--- config.mk ---
export PLATFORM = sky130hd
export DESIGN_NAME = force_release_ctrl
export DESIGN_NICKNAME = d
export VERILOG_FILES = /design/src/rtl/force_release_ctrl.sv
export SDC_FILE = /design/constraint.sdc
export NUM_CORES = 1
export LEC_CHECK = 0
export CAP_MARGIN = 15
export CORE_ASPECT_RATIO = 0.6
export CORE_MARGIN = 2
export CORE_UTILIZATION = 40
export CTS_BUF_LIST = sky130_fd_sc_hd__clkbuf_4 sky130_fd_sc_hd__clkbuf_8
export CTS_CLUSTER_DIAMETER = 200
export CTS_CLUSTER_SIZE = 30
export DETAILED_ROUTE_END_ITERATION = 8
export PLACE_DENSITY = 0.76
export SLEW_MARGIN = 30
export SYNTH_ARGS = -nofsm -noshare
export SYNTH_HDL_FRONTEND = slang
export SYNTH_SLANG_ARGS = --single-unit
--- constraint.sdc ---
create_clock -name clk -period 3.6 [get_ports clk]
set_input_delay 0.9 -clock clk [delete_from_list [all_inputs] [get_ports clk]]
set_output_delay 0.9 -clock clk [all_outputs]
set_load 0.02 [all_outputs]
--- src/rtl/force_release_ctrl.sv ---
// Force/release override responder: selected bits of a registered pass-through
// path carry a stored value, either permanently or for a timed hold window.
module force_release_ctrl #(
    parameter int WIDTH  = 8,
    parameter int HOLD_W = 8
) (
    input  logic              clk,
    input  logic              rst,
    input  logic              cmd_valid,
    output logic              cmd_ready,
    input  logic [1:0]        cmd_op,
    input  logic [WIDTH-1:0]  cmd_mask,
    input  logic [WIDTH-1:0]  cmd_value,
    input  logic [HOLD_W-1:0] cmd_hold,
    input  logic              abort,
    input  logic [WIDTH-1:0]  data_in,
    output logic [WIDTH-1:0]  data_out,
    output logic [WIDTH-1:0]  force_mask,
    output logic              busy
);

    typedef enum logic {
        IDLE = 1'b0,
        HOLD = 1'b1
    } state_t;

    localparam logic [1:0] OP_NOP         = 2'b00;
    localparam logic [1:0] OP_FORCE       = 2'b01;
    localparam logic [1:0] OP_RELEASE     = 2'b10;
    localparam logic [1:0] OP_FORCE_TIMED = 2'b11;

    state_t             state;
    logic [WIDTH-1:0]   force_val;
    logic [WIDTH-1:0]   timed_mask;
    logic [HOLD_W-1:0]  counter;

    function automatic logic [WIDTH-1:0] apply_override(
        input logic [WIDTH-1:0] src,
        input logic [WIDTH-1:0] mask,
        input logic [WIDTH-1:0] val
    );
        return (src & ~mask) | (val & mask);
    endfunction

    assign cmd_ready = (state == IDLE) && !rst;

    always_ff @(posedge clk or posedge rst) begin
        if (rst) begin
            state      <= IDLE;
            force_mask <= '0;
            force_val  <= '0;
            timed_mask <= '0;
            counter    <= '0;
            data_out   <= '0;
            busy       <= 1'b0;
        end else begin
            // Output stage: uses pre-edge mask/value, so commands show up one edge later
            data_out <= apply_override(data_in, force_mask, force_val);

            if (abort) begin
                force_mask <= '0;
                timed_mask <= '0;
                counter    <= '0;
                state      <= IDLE;
                busy       <= 1'b0;
            end else begin
                case (state)
                    HOLD: begin
                        counter <= counter - HOLD_W'(1);
                        // Timed release wins over any earlier permanent force on the same bits
                        if (counter == HOLD_W'(1)) begin
                            force_mask <= force_mask & ~timed_mask;
                            timed_mask <= '0;
                            state      <= IDLE;
                            busy       <= 1'b0;
                        end
                    end
                    default: begin
                        if (cmd_valid) begin
                            case (cmd_op)
                                OP_FORCE: begin
                                    force_mask <= force_mask | cmd_mask;
                                    force_val  <= apply_override(force_val, cmd_mask, cmd_value);
                                end
                                OP_RELEASE: begin
                                    force_mask <= force_mask & ~cmd_mask;
                                end
                                OP_FORCE_TIMED: begin
                                    force_mask <= force_mask | cmd_mask;
                                    force_val  <= apply_override(force_val, cmd_mask, cmd_value);
                                    if (cmd_hold != '0) begin
                                        timed_mask <= cmd_mask;
                                        counter    <= cmd_hold;
                                        state      <= HOLD;
                                        busy       <= 1'b1;
                                    end
                                end
                                OP_NOP: begin
                                end
                                default: begin
                                end
                            endcase
                        end
                    end
                endcase
            end
        end
    end

endmodule
==> out/metrics.csv <==
metric,value,unit
outcome,completed,
WL final,4.605,mm
Final Hold Fails,0,
register area share after synthesis,54.16,%
# DRC,0,
"commonest non-fill, non-tap cell in the layout",clkdlybuf4s50_1,
vias in the first global route,1506,
die area,5443,um^2
Synth area leaders,"dfrtp_1 54%, mux2_2 9.3%, nand2_1 5.6%",
Min-Delay Path Class,reg -> reg,
RSZ-0062 raised after global routing,no,
Core ar.,4612,um^2
CP Class,in -> out,
CP Capture Type,primary output,
largest net degree at the start of global routing,29,
most frequent cells in the layout,"55 x clkdlybuf4s50_1, 42 x dfrtp_1, 29 x nand2_1",
Ys Warns,0,
Synth area leader,dfrtp_1,
total track usage,18.00,%
Final Max Tran Viols,0,
total power,1.127,mW
Die X,93.92,um
Area Growth Syn to Fin,38.30,%
PwrDens,420.0,nW/um^2
Clock Skew,0.007310,ns
post-CTS setup repair buffer count,0,
drt via density,5.412,
PostCTS Resize Cnt,0,
Worst-Skew Late Latency,0.30,ns
global-route wire length before repair,7.355,mm
Slew headroom,59.13,%
share of layout cells above drive strength 1,16.02,%
Worst VDD drop,209.7,uV
actual slew at the worst max-slew pin,0.6074,ns
Die H,57.96,um
Avg Inst Size Synth,11.35,um^2
total negative slack,0,ns
Post-Syn Nets,211,
Seq cells post-synth,42,
Period minus WS final,2.947,ns
endpoints failing setup,0,
Port Buffers,55,
CTS tree,built,
mapped cell area,1941,um^2
Max Cap Viol,0,
Post-Syn Instances,171,
Synth cell types,39,
GPL Wtd Cong,0.8112,
antenna cells,0,
"Reg clk slew, reported paths",0.08,ns
number of I/O pins,56,
maximum clock path buffer count,2,
Critical Path RT,2.70,ns
cts bufs inserted,5,
fmax,339.4,MHz
nets,270,
grt total ovfl,0,
Initial Utilization,42.08,%
Critical Path Source Type,input pin,
CP arrival,2.05,ns
Sink Count,42,
Detailed Route Iter0 Violations,93,
Site Rows,19,
final clock period utilization by the worst path,81.85,%
CTS root buf,clkbuf_8,
leakage,1.082,nW
crit path max fanout,2,
Routed WL per cell,15.66,um
DR vias,1591,
H-tree depth,2,
Post-DP HPWL,3.419,mm
Synth top area share,54.16,%
hold_buf cts,0,
drt first pass iters,7,
Post-DRT Antenna Nets,0,
initial antenna violation count,0,
-- per-stage QoR --
stage | worst slack [ns] | hold slack, ns | cells | util [%] | cell area (um^2)
5_1_grt | 0.6167 | 0.4718 | 294 | 58.19 | 2684
3_3_place_gp | 0.6775 | 0.4281 | 286 | 55.70 | 2569
4_1_cts | 0.6430 | 0.4488 | 294 | 58.19 | 2684
6_report | 0.6533 | 0.4468 | 294 | 58.19 | 2684
3_5_place_dp | 0.6552 | 0.4378 | 286 | 55.72 | 2570
2_1_floorplan | 1.442 | 0.4216 | 171 | - | 1941
-- layer usage --
metal,vias up,wire (um),GRT usage [%]
met3,7,356,5.982
met5,-,0,0
met2,59,1805,24.90
met1,772,2382,26.23
met4,0,61,7.039
li1,753,-,-
-- cell families after synthesis --
kind of cell,count (synthesis),share of synthesized area [%]
fa+ha+maj,2,1.289
compound gates,52,20.12
flops,42,54.16
simple gates,47,12.51
buf+inv,11,2.191
xor+xnor,1,0.4514
mux,16,9.284
-- report_power, final --
part | internal [mW] | total [mW] | leakage (nW) | switching (mW)
Combinational | 0.110 | 0.204 | 0.481 | 0.0940
Sequential | 0.513 | 0.546 | 0.546 | 0.0327
Clock | 0.214 | 0.377 | 0.0548 | 0.162
Total | 0.838 | 1.13 | 1.08 | 0.289
-- critical path: stages --
cell,delay (ns)
clkdlybuf4s50_1,0.43
nor2_1,0.10
clkdlybuf4s50_1,0.62
-- area by class of cell --
| cell class | count | area (um^2) |
|---|---|---|
| fillers | 401 | 1928 |
| flip-flops and latches | 42 | 1051 |
| multi-input cells | 118 | 847.1 |
| repair buffers | 58 | 573.1 |
| well taps | 63 | 78.83 |
| clock buffers | 6 | 76.32 |
| clock inverters | 2 | 37.54 |
| inverters | 5 | 20.02 |
-- synth_stat cells (all sizes together) --
library cell	count
nor3	1
o22ai	5
a211oi	12
xnor2	1
a22o	8
mux2	16
o21ai	5
or2	1
inv	4
a2bb2oi	1
o2bb2a	1
nor3b	1
clkbuf	4
ha	2
nor4	5
a32oi	1
buf	2
o31ai	1
dfrtp	42
o311ai	1
or2b	1
o41ai	1
or4	1
a21o	1
a21oi	9
a31oi	2
a221oi	2
nor2	6
and3	1
clkinv	1
nand2	29
nor4bb	1
a21boi	1
a21bo	1
-- final timing paths --
path | cells past startpoint | slack (ns) | end | startpoint
max in group asynchronous | 3 | 2.09 | asynchronous set/reset pin | rst
worst min register to register | 1 | 0.45 | force_mask[0]$_DFFE_PP0P_ | timed_mask[0]$_DFFE_PP0P_
min in group asynchronous | 2 | 0.95 | timed_mask[1]$_DFFE_PP0P_ | rst
worst max register to register | 5 | 1.60 | register | state$_DFF_PP0_
worst min-delay path | 1 | 0.45 | force_mask[0]$_DFFE_PP0P_ | timed_mask[0]$_DFFE_PP0P_
worst max-delay path | 3 | 0.65 | cmd_ready | rst
Power figures use the tool's default switching activity.
